[config.mk]
export PLATFORM = sky130hd
export DESIGN_NAME = btn_cmd_arbiter_flat
export DESIGN_NICKNAME = d
export VERILOG_FILES = /design/src/rtl/btn_pkg.sv /design/src/rtl/btn_cmd_arbiter_if.sv /design/src/rtl/cmd_fifo.sv /design/src/rtl/btn_cmd_arbiter.sv /design/src/flat_wrapper.sv
export SDC_FILE = /design/constraint.sdc
export NUM_CORES = 1
export LEC_CHECK = 0
export CAP_MARGIN = 20
export CORE_ASPECT_RATIO = 0.75
export CORE_MARGIN = 4
export CORE_UTILIZATION = 35
export CTS_CLUSTER_DIAMETER = 120
export DETAILED_ROUTE_END_ITERATION = 12
export GPL_ROUTABILITY_DRIVEN = 0
export PLACE_DENSITY = 0.63
export SYNTH_ARGS = -nofsm -noshare
export SYNTH_HDL_FRONTEND = slang
export SYNTH_SLANG_ARGS = --single-unit
[constraint.sdc]
create_clock -name clk -period 2.6 [get_ports clk]
set_input_delay 0.26 -clock clk [delete_from_list [all_inputs] [get_ports clk]]
set_output_delay 0.26 -clock clk [all_outputs]
set_load 0.05 [all_outputs]
[src/rtl/btn_pkg.sv]
`default_nettype none
// ============================================================================
// Module : btn_pkg
// Brief  : Shared key indices, widths and repeat-FSM state type.
// Rev    : 1.0
// ============================================================================
package btn_pkg;

   localparam int KEY_ROT   = 0;
   localparam int KEY_LEFT  = 1;
   localparam int KEY_RIGHT = 2;
   localparam int KEY_DOWN  = 3;
   localparam int KEY_DROP  = 4;

   localparam int NUM_KEYS = 5;
   localparam int CODE_W   = $clog2(NUM_KEYS);
   localparam logic [NUM_KEYS-1:0] REPEAT_MASK = 5'b00111;

   typedef enum logic [1:0] {
      RPT_IDLE   = 2'd0,
      RPT_DELAY  = 2'd1,
      RPT_REPEAT = 2'd2
   } rpt_state_t;

endpackage
`default_nettype wire

[src/rtl/btn_cmd_arbiter_if.sv]
`default_nettype none
// ============================================================================
// Module : btn_cmd_arbiter_if
// Brief  : Button inputs and engine-facing command handshake.
// Rev    : 1.0
// ============================================================================
interface btn_cmd_arbiter_if #(
   parameter int NUM_KEYS   = btn_pkg::NUM_KEYS,
   parameter int FIFO_DEPTH = 4
) ();
   localparam int CODE_W  = (NUM_KEYS > 1) ? $clog2(NUM_KEYS) : 1;
   localparam int COUNT_W = $clog2(FIFO_DEPTH) + 1;

   logic [NUM_KEYS-1:0] key_pulse;
   logic [NUM_KEYS-1:0] key_held;
   logic                cmd_valid;
   logic                cmd_ready;
   logic [CODE_W-1:0]   cmd_code;
   logic [COUNT_W-1:0]  fifo_count;
   logic                ovf;
   logic                clr_ovf;

   modport master (
      input  key_pulse, key_held, cmd_ready, clr_ovf,
      output cmd_valid, cmd_code, fifo_count, ovf
   );

   modport slave (
      output key_pulse, key_held, cmd_ready, clr_ovf,
      input  cmd_valid, cmd_code, fifo_count, ovf
   );
endinterface
`default_nettype wire

[src/rtl/cmd_fifo.sv]
`default_nettype none
// ============================================================================
// Module : cmd_fifo
// Brief  : First-word-fall-through FIFO with occupancy count.
// Rev    : 1.0
// ============================================================================
module cmd_fifo #(
   parameter int WIDTH = 3,
   parameter int DEPTH = 4
) (
   input  wire logic                     clk,
   input  wire logic                     rst,
   input  wire logic                     i_push,
   input  wire logic [WIDTH-1:0]         i_data,
   input  wire logic                     i_pop,
   output logic                          o_valid,
   output logic [WIDTH-1:0]              o_data,
   output logic [$clog2(DEPTH):0]        o_count
);
   localparam int AW = $clog2(DEPTH);

   logic [WIDTH-1:0] r_mem [DEPTH];
   logic [AW-1:0]    r_wr_ptr;
   logic [AW-1:0]    r_rd_ptr;
   logic [AW:0]      r_count;
   logic [WIDTH-1:0] r_last;
   logic             w_pop;
   logic             w_push;

   assign w_pop  = i_pop && (r_count != '0);
   assign w_push = i_push && ((r_count < (AW+1)'(DEPTH)) || w_pop);

   always_ff @(posedge clk or posedge rst) begin
      if (rst) begin
         r_wr_ptr <= '0;
         r_rd_ptr <= '0;
         r_count  <= '0;
         r_last   <= '0;
      end else begin
         if (w_push) r_wr_ptr <= r_wr_ptr + 1'b1;
         if (w_pop) begin
            r_rd_ptr <= r_rd_ptr + 1'b1;
            r_last   <= r_mem[r_rd_ptr];
         end
         case ({w_push, w_pop})
            2'b10:   r_count <= r_count + 1'b1;
            2'b01:   r_count <= r_count - 1'b1;
            default: r_count <= r_count;
         endcase
      end
   end

   always_ff @(posedge clk) begin
      if (w_push) r_mem[r_wr_ptr] <= i_data;
   end

   // When empty, present the last popped code so the output does not wander.
   assign o_valid = (r_count != '0);
   assign o_data  = o_valid ? r_mem[r_rd_ptr] : r_last;
   assign o_count = r_count;

endmodule
`default_nettype wire

[src/rtl/btn_cmd_arbiter.sv]
`default_nettype none
// ============================================================================
// Module : btn_cmd_arbiter
// Brief  : Per-key auto-repeat, fixed-priority arbiter and command FIFO.
// Rev    : 1.0
// ============================================================================
module btn_cmd_arbiter #(
   parameter int                  NUM_KEYS      = btn_pkg::NUM_KEYS,
   parameter int                  REPEAT_DELAY  = 12_500_000,
   parameter int                  REPEAT_PERIOD = 2_500_000,
   parameter logic [NUM_KEYS-1:0] REPEAT_MASK   = btn_pkg::REPEAT_MASK,
   parameter int                  FIFO_DEPTH    = 4,
   parameter int                  CNT_W         = 24
) (
   input  wire logic           clk,
   input  wire logic           rst,
   btn_cmd_arbiter_if.master   if_cmd
);
   import btn_pkg::*;

   localparam int CODE_W  = (NUM_KEYS > 1) ? $clog2(NUM_KEYS) : 1;
   localparam int COUNT_W = $clog2(FIFO_DEPTH) + 1;
   localparam logic [CNT_W-1:0] c_delay_last  = CNT_W'(REPEAT_DELAY - 1);
   localparam logic [CNT_W-1:0] c_period_last = CNT_W'(REPEAT_PERIOD - 1);

   logic [NUM_KEYS-1:0] w_tick;
   logic [NUM_KEYS-1:0] w_event;
   logic [NUM_KEYS-1:0] r_pend;
   logic [NUM_KEYS-1:0] w_grant;
   logic [NUM_KEYS-1:0] w_merge;
   logic [CODE_W-1:0]   w_grant_code;
   logic                w_any_grant;
   logic                w_push_ok;
   logic                r_ovf;
   logic                w_fifo_valid;
   logic [CODE_W-1:0]   w_fifo_code;
   logic [COUNT_W-1:0]  w_fifo_count;

   for (genvar k = 0; k < NUM_KEYS; k++) begin : g_key
      if (REPEAT_MASK[k]) begin : g_rpt
         rpt_state_t       r_state;
         rpt_state_t       w_state_nxt;
         logic [CNT_W-1:0] r_cnt;
         logic [CNT_W-1:0] w_cnt_nxt;
         logic             w_tk;

         always_ff @(posedge clk or posedge rst) begin
            if (rst) begin
               r_state <= RPT_IDLE;
               r_cnt   <= '0;
            end else begin
               r_state <= w_state_nxt;
               r_cnt   <= w_cnt_nxt;
            end
         end

         // A fresh press always restarts the initial delay, even mid-repeat.
         always_comb begin
            w_state_nxt = r_state;
            w_cnt_nxt   = r_cnt;
            w_tk        = 1'b0;
            if (if_cmd.key_pulse[k]) begin
               w_state_nxt = RPT_DELAY;
               w_cnt_nxt   = '0;
            end else begin
               case (r_state)
                  RPT_DELAY: begin
                     if (!if_cmd.key_held[k]) begin
                        w_state_nxt = RPT_IDLE;
                        w_cnt_nxt   = '0;
                     end else if (r_cnt == c_delay_last) begin
                        w_tk        = 1'b1;
                        w_cnt_nxt   = '0;
                        w_state_nxt = RPT_REPEAT;
                     end else begin
                        w_cnt_nxt = r_cnt + 1'b1;
                     end
                  end
                  RPT_REPEAT: begin
                     if (!if_cmd.key_held[k]) begin
                        w_state_nxt = RPT_IDLE;
                        w_cnt_nxt   = '0;
                     end else if (r_cnt == c_period_last) begin
                        w_tk      = 1'b1;
                        w_cnt_nxt = '0;
                     end else begin
                        w_cnt_nxt = r_cnt + 1'b1;
                     end
                  end
                  default: begin
                     w_state_nxt = RPT_IDLE;
                     w_cnt_nxt   = '0;
                  end
               endcase
            end
         end

         assign w_tick[k] = w_tk;
      end else begin : g_norpt
         assign w_tick[k] = 1'b0;
      end
   end

   assign w_event   = if_cmd.key_pulse | w_tick;
   assign w_push_ok = (w_fifo_count < COUNT_W'(FIFO_DEPTH)) ||
                      (w_fifo_valid && if_cmd.cmd_ready);

   // Descending scan so the lowest pending index wins.
   always_comb begin
      w_grant      = '0;
      w_grant_code = '0;
      w_any_grant  = 1'b0;
      for (int i = NUM_KEYS - 1; i >= 0; i--) begin
         if (r_pend[i] && w_push_ok) begin
            w_grant      = '0;
            w_grant[i]   = 1'b1;
            w_grant_code = CODE_W'(i);
            w_any_grant  = 1'b1;
         end
      end
   end

   assign w_merge = w_event & r_pend & ~w_grant;

   always_ff @(posedge clk or posedge rst) begin
      if (rst) begin
         r_pend <= '0;
         r_ovf  <= 1'b0;
      end else begin
         r_pend <= (r_pend & ~w_grant) | w_event;
         if (|w_merge)           r_ovf <= 1'b1;
         else if (if_cmd.clr_ovf) r_ovf <= 1'b0;
      end
   end

   cmd_fifo #(
      .WIDTH (CODE_W),
      .DEPTH (FIFO_DEPTH)
   ) u_fifo (
      .clk     (clk),
      .rst     (rst),
      .i_push  (w_any_grant),
      .i_data  (w_grant_code),
      .i_pop   (if_cmd.cmd_ready),
      .o_valid (w_fifo_valid),
      .o_data  (w_fifo_code),
      .o_count (w_fifo_count)
   );

   assign if_cmd.cmd_valid  = w_fifo_valid;
   assign if_cmd.cmd_code   = w_fifo_code;
   assign if_cmd.fifo_count = w_fifo_count;
   assign if_cmd.ovf        = r_ovf;

endmodule
`default_nettype wire
[src/flat_wrapper.sv]
// flat-port wrapper written by rule: the top's interface ports become plain ports
module btn_cmd_arbiter_flat import btn_pkg::*;
#(
   parameter int                  NUM_KEYS      = btn_pkg::NUM_KEYS,
   parameter int                  REPEAT_DELAY  = 12_500_000,
   parameter int                  REPEAT_PERIOD = 2_500_000,
   parameter logic [NUM_KEYS-1:0] REPEAT_MASK   = btn_pkg::REPEAT_MASK,
   parameter int                  FIFO_DEPTH    = 4,
   parameter int                  CNT_W         = 24
)
  (clk, rst, if_cmd_key_pulse, if_cmd_key_held, if_cmd_cmd_ready, if_cmd_clr_ovf, if_cmd_cmd_valid, if_cmd_cmd_code, if_cmd_fifo_count, if_cmd_ovf);
  btn_cmd_arbiter_if #(.NUM_KEYS(NUM_KEYS), .FIFO_DEPTH(FIFO_DEPTH)) if_cmd_i ();
  input  wire logic clk;
  input  wire logic rst;
  input wire logic [$bits(if_cmd_i.key_pulse)-1:0] if_cmd_key_pulse;
  input wire logic [$bits(if_cmd_i.key_held)-1:0] if_cmd_key_held;
  input wire logic [$bits(if_cmd_i.cmd_ready)-1:0] if_cmd_cmd_ready;
  input wire logic [$bits(if_cmd_i.clr_ovf)-1:0] if_cmd_clr_ovf;
  output wire logic [$bits(if_cmd_i.cmd_valid)-1:0] if_cmd_cmd_valid;
  output wire logic [$bits(if_cmd_i.cmd_code)-1:0] if_cmd_cmd_code;
  output wire logic [$bits(if_cmd_i.fifo_count)-1:0] if_cmd_fifo_count;
  output wire logic [$bits(if_cmd_i.ovf)-1:0] if_cmd_ovf;
  assign if_cmd_i.key_pulse = if_cmd_key_pulse;
  assign if_cmd_i.key_held = if_cmd_key_held;
  assign if_cmd_i.cmd_ready = if_cmd_cmd_ready;
  assign if_cmd_i.clr_ovf = if_cmd_clr_ovf;
  assign if_cmd_cmd_valid = if_cmd_i.cmd_valid;
  assign if_cmd_cmd_code = if_cmd_i.cmd_code;
  assign if_cmd_fifo_count = if_cmd_i.fifo_count;
  assign if_cmd_ovf = if_cmd_i.ovf;
  btn_cmd_arbiter #(.NUM_KEYS(NUM_KEYS), .REPEAT_DELAY(REPEAT_DELAY), .REPEAT_PERIOD(REPEAT_PERIOD), .REPEAT_MASK(REPEAT_MASK), .FIFO_DEPTH(FIFO_DEPTH), .CNT_W(CNT_W)) u_core (.clk(clk), .rst(rst), .if_cmd(if_cmd_i));
endmodule
Yosys cells after proc, flatten, opt, wreduce, memory -nomap -nowiden
Memories as Yosys holds them, arrays and structs flattened. Index checks and enable logic that the tools add are counted.

Bits in registers: 94. Bits in writable memories: 12. Output and inout bits: 8. Word-level logic and storage cells: 134. Memories kept: 1.

Memory list: u_core.u_fifo.r_mem (depth 4, width 3, read ports 1, clocked after Yosys merged registers in 0, write ports 1, RTL line cmd_fifo.sv:22) `logic [WIDTH-1:0] r_mem [DEPTH];`.

Add/subtract/negate cells: 7. $lt $le $gt $ge: 1. Eq/ne operators: 20. Muxes and demuxes: 72. Bitwise logic cells: 6. Reduce and logical (&&, ||, !) cells: 15.

Operators with widths (number): two-way mux 24 bit (15); case mux 24 bit (2 select lines) (3); adder 24 x 1 -> 24 bit, second input constant (3); equality test 24 x 22 -> 1 bit, second input constant (3); equality test 24 bit, second input constant (3); two-way mux 5 bit (5); two-way mux 1 bit (24); two-way mux 2 bit (12); two-way mux 3 bit (6); bitwise AND 5 bit (3); inequality test 4 x 3 -> 1 bit, second input constant (3); case mux 2 bit (2 select lines) (3); inequality test 3 bit, second input constant (3); equality test 2 x 1 -> 1 bit, second input constant (4); equality test 2 bit, second input constant (4); logical AND 1 bit (7); case mux 1 bit (2 select lines) (3); case mux 3 bit (2 select lines) (1); AND reduction 2 bit (3); NOT 5 bit (1); bitwise OR 5 x 3 -> 5 bit (1); bitwise OR 5 bit (1); OR reduction 5 bit (1); adder 2 x 1 -> 2 bit, second input constant (2); 6 further kinds (7).

Depth between registers and ports, before layout
Depth after elaboration: 13. Mapped depth: 10.

Cells and area by module
A second synthesis with hierarchy kept.

Cell total of the unflattened synthesis: 551. Area total of the unflattened synthesis: 5609.1 um^2.

By module, submodules not included: btn_cmd_arbiter (times used 1, cells an instance 487, area an instance 4606.9 um^2, sequential area each 2102.0 um^2); cmd_fifo (times used 1, cells an instance 64, area an instance 1002.2 um^2, sequential area each 610.6 um^2).

Worst setup path after synthesis
Ideal clock, no wire load.

Path type: register -> register. Start: register u_core.u_fifo.r_count[0], in the netlist u_core.u_fifo.o_count[0]. End: register u_core.u_fifo.r_count[2], in the netlist u_core.u_fifo.o_count[2]. Library setup time: 0.082 ns. Arrival: 2.762 ns. Required time: 2.518 ns. Setup slack: -0.244 ns. Stages on the path, launching flop included: 11. Path buffers: 1. Cells stage by stage: dfrtp_1 or3_1 clkbuf_1 nand2_1 inv_1 ha_1 inv_1 fa_1 xor2_1 nor2_1 xor2_1.

Word-level cells in the longest chain between the ends: 12.

Ends and longest elaborated chain: start: declaration (RTL line cmd_fifo.sv:25) `logic [AW:0] r_count;`; start signal: assignment (RTL line cmd_fifo.sv:46) `2'b10: r_count <= r_count + 1'b1;`; start signal: assignment (RTL line cmd_fifo.sv:47) `2'b01: r_count <= r_count - 1'b1;`; start signal: assignment (RTL line cmd_fifo.sv:48) `default: r_count <= r_count;`; nonzero test 3 bit (*) (RTL line cmd_fifo.sv:58) `assign o_valid = (r_count != '0);`; via if_cmd_cmd_valid (RTL line flat_wrapper.sv:19) `output wire logic [$bits(if_cmd_i.cmd_valid)-1:0] if_cmd_cmd_valid;`; logical AND 1 bit (*) (RTL line cmd_fifo.sv:30, btn_cmd_arbiter.sv:106); via u_core.u_fifo.w_pop (RTL line cmd_fifo.sv:27) `logic w_pop;`; logical OR 1 bit (RTL line cmd_fifo.sv:31) `assign w_push = i_push && ((r_count < (AW+1)'(DEPTH)) || w_pop);`; logical AND 1 bit (RTL line btn_cmd_arbiter.sv:114) `if (r_pend[i] && w_push_ok) begin`; two-way mux 1 bit (5 in series) (RTL line btn_cmd_arbiter.sv:114); logical AND 1 bit (RTL line cmd_fifo.sv:31); equality test 2 x 1 -> 1 bit or equality test 2 bit (tied branches) (RTL line cmd_fifo.sv:45) `case ({w_push, w_pop})`; case mux 3 bit (2 select lines) or nonzero test 2 bit (tied branches).

Mark *: on every way through the listed nets, which the timed path passes. The rest lies on a longest branch. A chain may end at the register's enable or synchronous reset.

Final worst setup path
Start: register u_core.u_fifo.r_rd_ptr[0]. End: output if_cmd_cmd_code[0].

Word-level cells in the longest chain between the ends: 2.

Ends and longest elaborated chain: start: declaration (RTL line cmd_fifo.sv:24) `logic [AW-1:0] r_rd_ptr;`; start signal: assignment (RTL line cmd_fifo.sv:42) `r_rd_ptr <= r_rd_ptr + 1'b1;`; memory (4 x 3 bit); two-way mux 3 bit (RTL line cmd_fifo.sv:59) `assign o_data = o_valid ? r_mem[r_rd_ptr] : r_last;`; end: declaration (RTL line flat_wrapper.sv:20) `output wire logic [$bits(if_cmd_i.cmd_code)-1:0] if_cmd_cmd_code;`.

No other way between the ends.

==> run_results.csv <==
group,metric,value,unit
run_status,status,"completed",
placement,hpwl,7710,µm
layout,design_area,6187,µm²
logic_synthesis,synth_top_area_cell,"dfrtp_1",
logic_synthesis,syn_inst,553,
logic_synthesis,ys_types,52,
min_path,hold_path.class,"in -> async",
power_and_ir_drop,peakVddDrop,0.0003072,V
clock_tree,cts_buffers,9,
drt,drt_wl_total,10700,µm
floorplan,core,15270,µm²
sta,setup_slack,251.9,ps
critical_path,arrival,2090,ps
sta,period_share,90.31,%
logic_synthesis,yosysTopAreaCellShare,43.05,%
placement,place_area,5908,µm²
drt,drtIter0Drc,200,
critical_path,endpoint_kind,"output port",
clock_tree,cts_root_buf,"clkbuf_16",
global_route,grt_max_degree,50,
clock_tree,cts_sinks,106,
global_route,antenna_found_initial,0,
clock_tree,holdBufCountCts,0,
clock_tree,clock_latency,350,ps
clock_tree,post_cts_buffers,0,
power_and_ir_drop,powerDensity,682.5,nW/µm²
logic_synthesis,synth-seq-cells,106,
placement,dp_slack,253.0,ps
logic_synthesis,async_reset_ff_share,88.68,%
layout,area_growth,13.24,%
drt,vias,3883,
clock_tree,htreeDepth,3,
layout,drive_gt1_share,6.518,%
logic_synthesis,synth_top_family_by_area,"simple AND/OR/NAND/NOR gates",
logic_synthesis,yosys_warnings,0,
global_route,grt_pass1_wl,19060,µm
logic_synthesis,synth.most_common_cell,"nor2_1",
flow_run,drv_cap,0,
global_route,track_usage,13.14,%
sta,relSlewSlack,65.68,%
drt,drtAntennaViolNets,0,
critical_path,path_max_fanout,5,
logic_synthesis,syn-cell-area,5464,µm²
sta,rsz0062_at_grt,"no",
sta,finalSetupTns,0,ps
logic_synthesis,synthFlopType,"dfrtp_1",
sta,period_needed,2348,ps
placement,io_buffers,19,
global_route,grt_pass1_vias,3820,
floorplan,dieArea,17700,µm²
drt,first_pass_iters,4,
logic_synthesis,synthAdderAreaFrac,3.572,%
logic_synthesis,seq_area_frac_synth,49.65,%
sta,finalSetupViolCount,0,
logic_synthesis,synth-xor-area-share,11.54,%
clock_tree,post_cts_resized,3,
logic_synthesis,yosys-mux-area-fraction,2.038,%
floorplan,fp-row-count,39,
floorplan,initial_core_util,35.77,%
logic_synthesis,synth-compound-area-share,3.984,%
critical_path,start_kind,"register",
logic_synthesis,synth-edff-count,12,
sta,slew_viol_final,0,
sta,fmax,0.4259,GHz
critical_path,criticalPathCategory,"reg -> out",
logic_synthesis,synthesis.nets,582,
sta,tightest_slew,507.9,ps
floorplan,pin_count,22,
drt,wire_per_inst,13.58,µm
drt,viasPerCell,4.928,
logic_synthesis,yosys-top-cells-count,"nor2_1, dfrtp_1, nand2_1, xnor2_1, inv_1",
clock_tree,cts_buffer_depth,2,
floorplan,die_x,152.3,µm
power_and_ir_drop,leakagePower,2.361,nW
sta,hold_viol,0,
logic_synthesis,synth_simple_gate_area_share,26.06,%
floorplan,die_y,116.2,µm
layout,finalNetCount,607,
drt,drc,0,
critical_path,cp_data_required_time,2340,ps
sta,hold_ws,289.9,ps
layout,n_antenna_cell,0,
clock_tree,cts_tree,"built",
global_route,overflow,0,
sta,fin_skew,8.591,ps
clock_tree,clk_pin_slew,70,ps
logic_synthesis,syn_area_per_cell,9.881,µm²
logic_synthesis,synth.area.top_cells,"dfrtp_1, xnor2_1, nor2_1",
-- final timing paths --
| check | slack [ps] | start | to | cells after the start |
|---|---|---|---|---|
| setup / recovery | 250 | u_core.u_fifo.r_rd_ptr[0] | if_cmd_cmd_code[0] | 3 |
| hold / removal | 290 | rst | u_core.g_key[2].g_rpt.r_cnt[1] | 2 |
| setup reg to reg | 260 | u_core.g_key[0].g_rpt.r_cnt[11] | u_core.g_key[0].g_rpt.r_cnt[2] | 5 |
| hold reg to reg | 450 | u_core.g_key[1].g_rpt.r_cnt[0] | u_core.g_key[1].g_rpt.r_cnt[0] | 1 |
| max in group asynchronous | 1620 | rst | u_core.g_key[0].g_rpt.r_cnt[5] | 3 |
| min in group clk | 450 | u_core.g_key[1].g_rpt.r_cnt[0] | u_core.g_key[1].g_rpt.r_cnt[0] | 1 |
-- per-stage QoR --
stage	power, mW	utilization, %	std cells
CTS	4.289	40.51	788
detailed placement	3.008	38.68	772
global route	4.463	40.51	788
floorplan	2.712	-	553
global placement	2.976	38.68	772
finish	4.223	40.51	788
-- worst max-delay path, cell delays in order (launching register included) --
cell           delay (ps)
dfrtp_1               480
mux4_2                560
mux2_2                280
dlygate4sd2_1         420
-- kinds of logic after synthesis --
kind of cell    after synthesis
simple gates                283
mux                           7
fa+ha+maj                    15
compound gates               30
xor+xnor                     72
flops                       106
buf+inv                      40
-- where the power goes --
group,switching [mW],internal [mW],total [mW]
Clock,0.597,0.701,1.30
Combinational,0.605,0.363,0.968
Sequential,0.107,1.85,1.96
-- per-layer routing --
layer  part of all wire (%)  vias to the layer above  GRT usage [%]  routed length [µm]
met5                      0                        -              0                   0
met2                     46                       48          20.62                4877
met4                    1.4                        0          4.192                 148
met1                     49                     1875          17.82                5263
li1                       -                     1950              -                   -
met3                    3.9                       10          3.778                 414
-- placed cells by master (no fill, tap or decap), types with 9 or more instances in the layout --
cell type | netlist | layout
xor2_1 | 28 | 28
nand3_1 | 23 | 23
xnor2_1 | 44 | 44
clkbuf_16 | 0 | 9
clkdlybuf4s50_1 | 0 | 16
dfrtp_1 | 94 | 94
nand2_1 | 52 | 52
nand4_1 | 21 | 21
ha_1 | 14 | 14
nor2_1 | 102 | 102
nor3_1 | 20 | 20
and4_1 | 10 | 10
inv_1 | 29 | 28
edfxtp_1 | 12 | 12
-- registers in the layout, summed over array words and instances (netlist names) --
| register | cells |
|---|---|
| u_core.g_key.g_rpt.r_cnt | 72 |
| u_core.u_fifo.r_mem | 12 |
| u_core.g_key.g_rpt.r_state | 6 |
| u_core.r_pend | 5 |
| u_core.u_fifo.o_count | 3 |
| u_core.u_fifo.r_last | 3 |
| u_core.u_fifo.r_rd_ptr | 2 |
| u_core.u_fifo.r_wr_ptr | 2 |
| u_core.if_cmd.ovf | 1 |
-- area by class of cell --
class,count,area [µm²]
Multi-Input combinational cell,407,2579
Clock inverter,4,26.28
Tap cell,205,256.5
Fill cell,1498,9086
Sequential cell,106,2713
Timing Repair Buffer,25,244.0
Clock buffer,12,256.5
Inverter,29,112.6
Note: power is estimated with default switching activity, not from simulation.
==> patch 1: new RTL, config.mk and constraints unchanged <==
`CNT_W` is set to 24 in 2 places; all go to 32.
--- a/src/rtl/btn_cmd_arbiter.sv
+++ b/src/rtl/btn_cmd_arbiter.sv
@@ -11,5 +11,5 @@
    parameter logic [NUM_KEYS-1:0] REPEAT_MASK   = btn_pkg::REPEAT_MASK,
    parameter int                  FIFO_DEPTH    = 4,
-   parameter int                  CNT_W         = 24
+   parameter int                  CNT_W         = 32
 ) (
    input  wire logic           clk,
--- a/src/flat_wrapper.sv
+++ b/src/flat_wrapper.sv
@@ -7,5 +7,5 @@
    parameter logic [NUM_KEYS-1:0] REPEAT_MASK   = btn_pkg::REPEAT_MASK,
    parameter int                  FIFO_DEPTH    = 4,
-   parameter int                  CNT_W         = 24
+   parameter int                  CNT_W         = 32
 )
   (clk, rst, if_cmd_key_pulse, if_cmd_key_held, if_cmd_cmd_ready, if_cmd_clr_ovf, if_cmd_cmd_valid, if_cmd_cmd_code, if_cmd_fifo_count, if_cmd_ovf);
Formal check against the unedited RTL: no difference found for any inputs over 4 cycles, from zero or initial values and one cycle with rst high; that may be too few to reach the edited logic, so the function may still have changed.
==> patch 1 against the original RTL <==
- area after synthesis increased by 23%
- sequential cell count grew 24
- power up 39%
- worst setup slack got worse by 0.048 ns
- routed wire length rose by 23%
- final area grew 28%
- clock power grew 95%
- critical path type unchanged
- critical endpoint unchanged
- largest cell class unchanged
==> patch 1: results <==
group,metric,value,unit
status,status,"finished, final reports clean",
final_layout,fillers,1753,
clocking,cts_made_buffers,17,
clocking,cts.htree.levels,4,
final_layout,drive_gt1_share,13.4,%
drt,met1_length,7190,um
sta,tightest_slew,0.726,ns
placement,dp_hpwl,9180,um
yosys,synth_area_leaders,"dfrtp_1, xor2_1, nor2_1, edfxtp_1, xnor2_1",
critical_path,reg2reg_from,"u_core.g_key[0].g_rpt.r_cnt[0]$_DFF_PP0_",
drt,post_drt_wl_per_cell,13.7,um
grt,use_met2,18.1,%
grt,grt_pass1_vias,4610,
grt,grt_max_degree,36,
sta,fin_ws,0.204,ns
drt,wl_met2,5350,um
grt,grt_util_met3,3.36,%
final_layout,fin_nets,726,
power,leakagePower,3.13,nW
placement,pre_cts_ws,0.244,ns
drt,wl_met3,489,um
yosys,ys_seq_area_share,49.3,%
sta,fin_skew,0.00990,ns
power,vdd_drop_max,0.000904,V
critical_path,cp.arrival,2.14,ns
critical_path,rrSetupSlack,0.24,ns
==> patch 1: report_power, final <==
group / switching, mW / internal [mW] / total (mW)
Sequential: 0.108 / 2.23 / 2.34
Combinational: 0.593 / 0.391 / 0.985
Clock: 0.948 / 1.58 / 2.53
==> patch 1: logic make-up (layout without fill, tap and decap cells) <==
kind of cell,count (synthesis),in the layout,synth area share [%]
and+or+nand+nor,345,345,27.1
DFF,130,130,49.3
xor gates and xnor gates,96,96,12.5
buffers and inverters,36,86,2.85
AOI/OAI and AO/OA,28,28,3.18
adders and majority gates,15,15,2.90
muxes,10,10,2.18
==> patch 1: layout make-up <==
class / count / area [um2] / share of cell area, %
Sequential cell: 130 / 3320 / 41.8
Multi-Input combinational cell: 494 / 3230 / 40.7
Clock buffer: 19 / 454 / 5.73
Timing Repair Buffer: 32 / 359 / 4.53
Tap cell: 247 / 309 / 3.90
Clock inverter: 13 / 173 / 2.18
Inverter: 22 / 86.3 / 1.09
==> patch 1: worst reg2reg max path, cell delays in order (launching register included) <==
cell and delay [ns]:
dfrtp_1 0.41, ha_1 0.26, and4_1 0.28, nand4_1 0.13, nor4_2 0.36, nand2b_1 0.22
a32oi_4 0.25, buf_12 0.25, nor2_1 0.10
==> patch 1: per-stage QoR <==
| stage | hold slack (ns) | instances | cell area, um2 | power [mW] |
|---|---|---|---|---|
| after floorplan | 0.327 | 660 | 6730 | 3.10 |
| after global placement | 0.475 | 925 | 7300 | 3.39 |
| after detailed placement | 0.480 | 925 | 7300 | 3.41 |
| after CTS | 0.316 | 957 | 7920 | 5.92 |
| after global routing | 0.352 | 957 | 7920 | 6.13 |
| final | 0.307 | 957 | 7920 | 5.85 |
==> patch 2: new RTL, config.mk and constraints unchanged <==
Made on the original files. Compare `r_cnt` against `c_delay_last` with >= in place of ==.
--- a/src/rtl/btn_cmd_arbiter.sv
+++ b/src/rtl/btn_cmd_arbiter.sv
@@ -69,5 +69,5 @@
                         w_state_nxt = RPT_IDLE;
                         w_cnt_nxt   = '0;
-                     end else if (r_cnt == c_delay_last) begin
+                     end else if (r_cnt >= c_delay_last) begin
                         w_tk        = 1'b1;
                         w_cnt_nxt   = '0;
Formal check against the unedited RTL: same outputs for any inputs over 4 cycles, from zero or initial values and one cycle with rst high; that may be too few to reach the edited logic, so the function may still have changed.
==> patch 2 against the original RTL <==
- worst hold slack better by 0.080 ns
- power up 4.7%
- routed wire length down 1.6%
- worst setup slack worse by 0.11 ns
- cell count down 0.25%
- clock skew down 0.0019 ns
- sequential cell count unchanged
- via count up 1.6%
- final area up 1.4%
- area after synthesis about the same
- count of clock-buffer cells in the layout down 1
==> patch 2: results <==
group,metric,value,unit
status,status,"finished, final reports clean",
final_layout,nClkBuffers,11,
drt,viasPerCell,5.02,
die,row_count,39,
critical_path,slowest_stage,"dfrtp_1",
grt,grt_max_degree,95,
drt,wirelength,10500,um
critical_path,path_delay_family,"compound AO/OA/AOI/OAI gates",
sta,tightest_slew,0.572,ns
drt,post_drt_wl_per_cell,13.4,um
grt,grt_pass1_vias,3865,
yosys,ys_seq_area_share,49.7,%
power,netSwitchingFraction,29.2,%
final_layout,buf_share,4.53,%
sta,fin_skew,0.00666,ns
final_layout,design_area,6270,um2
critical_path,cpPeakStageDelay,0.41,ns
yosys,synthFlopType,"dfrtp_1",
placement,pre_cts_ws,0.0265,ns
critical_path,cp.arrival,2.72,ns
final_layout,drive_gt1_share,7.23,%
power,vdd_drop_max,0.000343,V
yosys,synth_common_cells,"nor2_1, dfrtp_1, nand2_1, xor2_1, nand3_1",
yosys,synth_cell_types,54,
yosys,synthCells,551,
grt,gr-usage-all-layers,12.3,%
placement,dp_hpwl,7390,um
drt,drt_iter0_markers,239,
final_layout,multi_input_area_share,41.1,%
final_layout,inv_count,28,
yosys,synth_area_leaders,"dfrtp_1, nor2_1, edfxtp_1, xor2_1, xnor2_1",
final_layout,n_all_buffers,27,
critical_path,reg2reg_from,"u_core.g_key[1].g_rpt.r_cnt[0]$_DFF_PP0_",
placement,placed_cells,770,
placement,place_area,5940,um2
==> patch 2: cells by family after synthesis <==
family | after synthesis | share of synthesized area [%]
AOI/OAI and AO/OA | 43 | 5.77
xor gates and xnor gates | 72 | 11.5
adders and majority gates | 15 | 3.57
buffers and inverters | 41 | 3.18
DFF | 106 | 49.7
muxes | 9 | 2.47
and+or+nand+nor | 265 | 23.8
==> patch 2: power by group through the flow <==
stage	clock network, mW	logic [mW]	registers [mW]
finish	1.50	0.959	1.96
global route	1.62	1.05	1.99
CTS	1.55	0.978	1.96
detailed placement	0	1.01	1.99
global placement	0	0.977	1.98
floorplan	0	0.669	2.04
==> patch 2: path summary, 6_finish.rpt <==
kind / endpoint / slack (ns) / depth (start not counted)
worst min-delay path: u_core.g_key[2].g_rpt.r_cnt[17]$_DFF_PP0_ / 0.37 / 3
worst min register to register: u_core.g_key[1].g_rpt.r_cnt[0]$_DFF_PP0_ / 0.49 / 1
worst max-delay path: u_core.g_key[1].g_rpt.r_cnt[14]$_DFF_PP0_ / 0.15 / 8
min in group clk: u_core.g_key[1].g_rpt.r_cnt[0]$_DFF_PP0_ / 0.49 / 1
worst max register to register: u_core.g_key[1].g_rpt.r_cnt[14]$_DFF_PP0_ / 0.15 / 8
max in group asynchronous: u_core.g_key[1].g_rpt.r_cnt[21]$_DFF_PP0_ / 1.78 / 3
==> patch 2: metal layers <==
layer | routed length (um) | up-vias | share of wire, % | global-route usage [%]
li1 | - | 1942 | - | -
met1 | 5250 | 1945 | 50 | 16.8
met2 | 4840 | 53 | 46 | 20.3
met3 | 354 | 7 | 3.4 | 2.74
met4 | 89 | 0 | 0.84 | 3.29
met5 | 0 | - | 0 | 0
==> patch 2: timing repair <==
action,4_1_cts,5_1_grt
hold buffers,0,0
endpoints found under the setup margin,4,0
resized for setup,4,0
setup buffers,0,0
